[config.mk]
export PLATFORM = sky130hd
export DESIGN_NAME = sram_like_arbiter
export DESIGN_NICKNAME = d
export VERILOG_FILES = /design/src/rtl/sram_like_arbiter.sv
export SDC_FILE = /design/constraint.sdc
export NUM_CORES = 1
export LEC_CHECK = 0
export ABC_AREA = 1
export CAP_MARGIN = 5
export CORE_AREA = 4 4 123 125
export CTS_CLUSTER_DIAMETER = 80
export DETAILED_ROUTE_END_ITERATION = 6
export DIE_AREA = 0 0 127 129
export PLACE_DENSITY = 0.62
export SYNTH_ARGS = -nofsm -noshare
export SYNTH_HDL_FRONTEND = slang
export SYNTH_SLANG_ARGS = --single-unit
[constraint.sdc]
create_clock -name clk -period 3.68 [get_ports clk]
set_input_delay 1.104 -clock clk [delete_from_list [all_inputs] [get_ports clk]]
set_output_delay 1.104 -clock clk [all_outputs]
set_load 0.05 [all_outputs]
[src/rtl/sram_like_arbiter.sv]
// Two-master sram-like arbiter: data port has priority over fetch,
// with an in-order ID FIFO steering responses back to their owner.
module sram_like_arbiter #(
   parameter int MAX_OUTST = 2,
   parameter int ID_PTR_W  = 1
) (
   input  logic        clk,
   input  logic        reset,
   input  logic        m0_req,
   input  logic        m0_wr,
   input  logic [1:0]  m0_size,
   input  logic [31:0] m0_addr,
   input  logic [3:0]  m0_wstrb,
   input  logic [31:0] m0_wdata,
   output logic        m0_addr_ok,
   output logic        m0_data_ok,
   output logic [31:0] m0_rdata,
   input  logic        m1_req,
   input  logic        m1_wr,
   input  logic [1:0]  m1_size,
   input  logic [31:0] m1_addr,
   input  logic [3:0]  m1_wstrb,
   input  logic [31:0] m1_wdata,
   output logic        m1_addr_ok,
   output logic        m1_data_ok,
   output logic [31:0] m1_rdata,
   output logic        s_req,
   output logic        s_wr,
   output logic [1:0]  s_size,
   output logic [31:0] s_addr,
   output logic [3:0]  s_wstrb,
   output logic [31:0] s_wdata,
   input  logic        s_addr_ok,
   input  logic        s_data_ok,
   input  logic [31:0] s_rdata
);

   localparam int CNT_W = $clog2(MAX_OUTST + 1);

   logic                 lock_valid;
   logic                 lock_id;
   logic                 grant;
   logic                 accept;
   logic                 pop;
   logic                 head;
   logic [MAX_OUTST-1:0] id_fifo;
   logic [ID_PTR_W-1:0]  rd_ptr;
   logic [ID_PTR_W-1:0]  wr_ptr;
   logic [CNT_W-1:0]     count;

   function automatic logic [ID_PTR_W-1:0] inc(input logic [ID_PTR_W-1:0] p);
      return (p == ID_PTR_W'(MAX_OUTST - 1)) ? '0 : p + 1'b1;
   endfunction

   // A locked grant keeps the payload stable until the slave takes it.
   always_comb begin
      grant   = lock_valid ? lock_id : m1_req;
      s_req   = (m0_req | m1_req) & (count < CNT_W'(MAX_OUTST)) & ~reset;
      s_wr    = 1'b0;
      s_size  = '0;
      s_addr  = '0;
      s_wstrb = '0;
      s_wdata = '0;
      if (s_req) begin
         if (grant) begin
            s_wr    = m1_wr;
            s_size  = m1_size;
            s_addr  = m1_addr;
            s_wstrb = m1_wstrb;
            s_wdata = m1_wdata;
         end else begin
            s_wr    = m0_wr;
            s_size  = m0_size;
            s_addr  = m0_addr;
            s_wstrb = m0_wstrb;
            s_wdata = m0_wdata;
         end
      end
   end

   assign accept     = s_req & s_addr_ok;
   assign m1_addr_ok = accept & grant;
   assign m0_addr_ok = accept & ~grant;

   // Stray responses with nothing outstanding are dropped.
   assign head       = id_fifo[rd_ptr];
   assign pop        = s_data_ok & (count != '0) & ~reset;
   assign m1_data_ok = pop & head;
   assign m0_data_ok = pop & ~head;
   assign m0_rdata   = reset ? '0 : s_rdata;
   assign m1_rdata   = reset ? '0 : s_rdata;

   always_ff @(posedge clk) begin
      if (reset) begin
         lock_valid <= 1'b0;
         lock_id    <= 1'b0;
         id_fifo    <= '0;
         rd_ptr     <= '0;
         wr_ptr     <= '0;
         count      <= '0;
      end else begin
         if (accept) begin
            lock_valid      <= 1'b0;
            id_fifo[wr_ptr] <= grant;
            wr_ptr          <= inc(wr_ptr);
         end else if (s_req) begin
            lock_valid <= 1'b1;
            lock_id    <= grant;
         end
         if (pop)
            rd_ptr <= inc(rd_ptr);
         case ({accept, pop})
            2'b10:   count <= count + 1'b1;
            2'b01:   count <= count - 1'b1;
            default: count <= count;
         endcase
      end
   end

endmodule

==> results.yml <==
route:
  met2RoutedLength_mm: 6.688
  route.layer.met1.wl_mm: 4.810
  routedWlPerCell_um: 15.35
  detailroute.wirelength.met3_mm: 1.611
  firstDrtPassIters: 4
  post_route_wl_mm: 13.30
  route.detailed.drc: 0
  ant_nets: 0
  top_metal_layer_carrying_routed_signals: "met4"
  total_vias_in_the_final_route: 3478
  routed_via_density: 4.016
  drt_iter0_markers: 126
worst_setup_path:
  r2r.worst_path.cells: 8
  r2r-start: "count[1]"
  endpoint_kind: "primary output"
  reg2reg_setup_slack_ns: 2.09
  cp_max_fo: 21
  crit_start: "reset"
  worst_ep_arrival_time_ns: 2.45
  r2r_end: "count[1]"
  setup.worst_path.end: "s_wdata[12]"
  criticalPathCategory: "in -> out"
  cp_data_required_time_ns: 2.58
  start_kind: "input pin"
die:
  fp.coreArea_um2: 13880
  rows: 43
  floorplan.die.height_um: 129
  start_util_pct: 14.73
  ios: 320
  die_area_um2: 16380
  fp.dieW_um: 127
yosys:
  synth.yosys.seq_area_share_pct: 7.834
  synthesis.area_um2: 2044
  post_synthesis_mean_instance_area_um2: 5.111
  synthesis.nets: 581
  netlist-cell-type-count: 23
  synthesis.instances: 400
  synth.yosys.warnings: 0
  synth-seq-cells: 8
timing:
  clock-skew-final_ns: 0.003356
  post-route-period-util_pct: 96.62
  slew_violations: 0
  hold_violations: 0
  final.setup.worst_slack_ns: 0.1245
  timing_worst_slew_pin_value_ns: 0.4832
  period_minus_slack_ns: 3.556
  max_slew_margin_pct: 67.67
  timing.final.setup_violations: 0
  achievable-frequency_mhz: 281.3
  rsz0062_at_grt: "false"
clock_network:
  root_driver: "sky130_fd_sc_hd__clkbuf_16"
  cts_tree: "yes"
  clk_pin_slew_ns: 0.04
  cts.htree.levels: 1
  clk-insertion-delay-late_ns: 0.23
  clk_path_buf_depth: 2
  ctsHoldBuffers: 0
  cts-buffers-inserted: 3
  cts_sinks: 8
pwr:
  fin_total_pwr_mw: 1.718
  worst_ir_drop_vdd_uv: 131.1
  power.density_cell_area_nw_per_um2: 252.0
  power.static_leakage_nw: 2.936
placement:
  port-buffer-count: 319
  dpl.cell_count: 861
  detailedPlacementHpwl_mm: 11.32
  globalplace.congestion: 0.8637
  area_of_placed_instances_um2: 6694
  post_place_setup_slack_ns: -0.05888
global_route:
  antenna_violations_before_repair: 0
  grt_first_pass_wirelength_mm: 19.43
  grt.overflow.total: 0
  grt_pass1_vias: 3476
  total_grt_usage_pct: 15.11
  grt_max_degree: 42
layout:
  final_layout_size_suffix_gt1_share_pct: 29.01
  diodes: 0
  flow.area_growth_from_synthesis_pct: 233.4
  final_core_util_pct: 49.10
  multiInputGateArea_um2: 1326
  finish.instance_area_um2: 6815
  fin_cells: 866
  layout.nets: 869
  final-seq-area_um2: 160.2
  num-fill-cells: 1319
outcome:
  run_status: "completed"
min_path:
  hold_startpoint: "lock_id"
  min_path_type: "reg -> reg"
job:
  cap_violations: 0
==> critical path, cell delays in order <==
cell and delay, ns:
sky130_fd_sc_hd__dlygate4sd2_1 0.26, sky130_fd_sc_hd__inv_2 0.06, sky130_fd_sc_hd__nand2_2 0.07, sky130_fd_sc_hd__nor2_4 0.21, sky130_fd_sc_hd__buf_12 0.14, sky130_fd_sc_hd__buf_16 0.14
sky130_fd_sc_hd__o21ai_0 0.09, sky130_fd_sc_hd__nor2_1 0.20, sky130_fd_sc_hd__buf_12 0.18
==> routing by layer <==
metal | GRT usage [%] | vias up
met5 | 0 | -
met4 | 3.155 | 0
met3 | 6.600 | 15
met2 | 27.74 | 210
met1 | 16.11 | 1486
li1 | - | 1767
==> layout make-up <==
type,count,share of cell area (%)
clock buffer,3,1.102
inverter,42,2.313
multi-input combinational,291,19.46
sequential,8,2.350
tap,180,3.305
timing repair buffer,342,71.47
==> cells in the mapped netlist <==
| library cell | number | share of area (%) |
|---|---|---|
| sky130_fd_sc_hd__a21oi_1 | 4 | 0.98 |
| sky130_fd_sc_hd__and2_1 | 1 | 0.31 |
| sky130_fd_sc_hd__buf_2 | 15 | 3.7 |
| sky130_fd_sc_hd__buf_4 | 33 | 12 |
| sky130_fd_sc_hd__buf_6 | 3 | 1.7 |
| sky130_fd_sc_hd__buf_8 | 1 | 0.73 |
| sky130_fd_sc_hd__clkbuf_1 | 1 | 0.18 |
| sky130_fd_sc_hd__clkbuf_2 | 6 | 1.5 |
| sky130_fd_sc_hd__dfxtp_1 | 8 | 7.8 |
| sky130_fd_sc_hd__ha_1 | 1 | 0.61 |
| sky130_fd_sc_hd__inv_1 | 39 | 7.2 |
| sky130_fd_sc_hd__inv_2 | 3 | 0.55 |
| sky130_fd_sc_hd__nand2_1 | 13 | 2.4 |
| sky130_fd_sc_hd__nand2_2 | 1 | 0.31 |
| sky130_fd_sc_hd__nand3_1 | 2 | 0.49 |
| sky130_fd_sc_hd__nand4_1 | 3 | 0.92 |
| sky130_fd_sc_hd__nor2_1 | 179 | 33 |
| sky130_fd_sc_hd__nor2_2 | 8 | 2.4 |
| sky130_fd_sc_hd__nor2_4 | 1 | 0.55 |
| sky130_fd_sc_hd__nor3_1 | 1 | 0.24 |
| sky130_fd_sc_hd__o21ai_0 | 57 | 14 |
| sky130_fd_sc_hd__o21ai_2 | 18 | 7.7 |
| sky130_fd_sc_hd__xor2_1 | 2 | 0.86 |
==> cells in the final DEF (no fill, tap or decap) <==
| cell | n |
|---|---|
| sky130_fd_sc_hd__a21oi_1 | 4 |
| sky130_fd_sc_hd__and2_1 | 1 |
| sky130_fd_sc_hd__buf_12 | 147 |
| sky130_fd_sc_hd__buf_16 | 1 |
| sky130_fd_sc_hd__buf_4 | 15 |
| sky130_fd_sc_hd__clkbuf_16 | 3 |
| sky130_fd_sc_hd__clkdlybuf4s50_1 | 176 |
| sky130_fd_sc_hd__dfxtp_1 | 8 |
| sky130_fd_sc_hd__dlygate4sd2_1 | 3 |
| sky130_fd_sc_hd__ha_1 | 1 |
| sky130_fd_sc_hd__inv_1 | 39 |
| sky130_fd_sc_hd__inv_2 | 3 |
| sky130_fd_sc_hd__nand2_1 | 12 |
| sky130_fd_sc_hd__nand2_2 | 2 |
| sky130_fd_sc_hd__nand3_1 | 2 |
| sky130_fd_sc_hd__nand4_1 | 3 |
| sky130_fd_sc_hd__nor2_1 | 178 |
| sky130_fd_sc_hd__nor2_2 | 9 |
| sky130_fd_sc_hd__nor2_4 | 1 |
| sky130_fd_sc_hd__nor3_1 | 1 |
| sky130_fd_sc_hd__o21ai_0 | 57 |
| sky130_fd_sc_hd__o21ai_2 | 18 |
| sky130_fd_sc_hd__xor2_1 | 2 |
==> power breakdown <==
group / switching [mW] / leakage [nW] / internal (mW)
registers: 0.00517 / 0.0654 / 0.0944
logic: 0.740 / 2.83 / 0.695
clock network: 0.0431 / 0.0370 / 0.140
==> kinds of logic (layout without fill, tap and decap cells) <==
kind of cell / count (synthesis) / in the layout / share of synthesized area, %
xor gates and xnor gates: 2 / 2 / 0.8569
AOI/OAI and AO/OA: 79 / 79 / 22.64
DFF: 8 / 8 / 7.833
buffers and inverters: 101 / 387 / 27.54
and+or+nand+nor: 209 / 209 / 40.51
adders and majority gates: 1 / 1 / 0.6119
==> how the worst min path moves through the flow <==
stage | end | slack (ns) | cells past startpoint
2_1_floorplan | lock_id | 0.44 | 2
3_3_place_gp | lock_id | 0.46 | 2
3_5_place_dp | lock_id | 0.47 | 2
4_1_cts | lock_id | 0.47 | 2
5_1_grt | wr_ptr | 0.50 | 2
6_report | lock_id | 0.47 | 2
==> state kept, by name (all words and copies together) (netlist names) <==
register    count
wr_ptr          1
count           2
id_fifo         2
lock_id         1
rd_ptr          1
lock_valid      1
==> through the flow <==
step	hold WS, ns	setup TNS, ns
CTS	0.4724	0
global route	0.5033	0
finish	0.4726	0
floorplan	0.4433	0
global placement	0.4640	-0.1596
detailed placement	0.4671	-0.2611
==> repair_timing <==
action                                  CTS  global route
setup buffers                             1             0
gates resized for setup                   5             0
endpoints found under the setup margin   19             0
No activity file was read; power rests on OpenSTA's default activity.
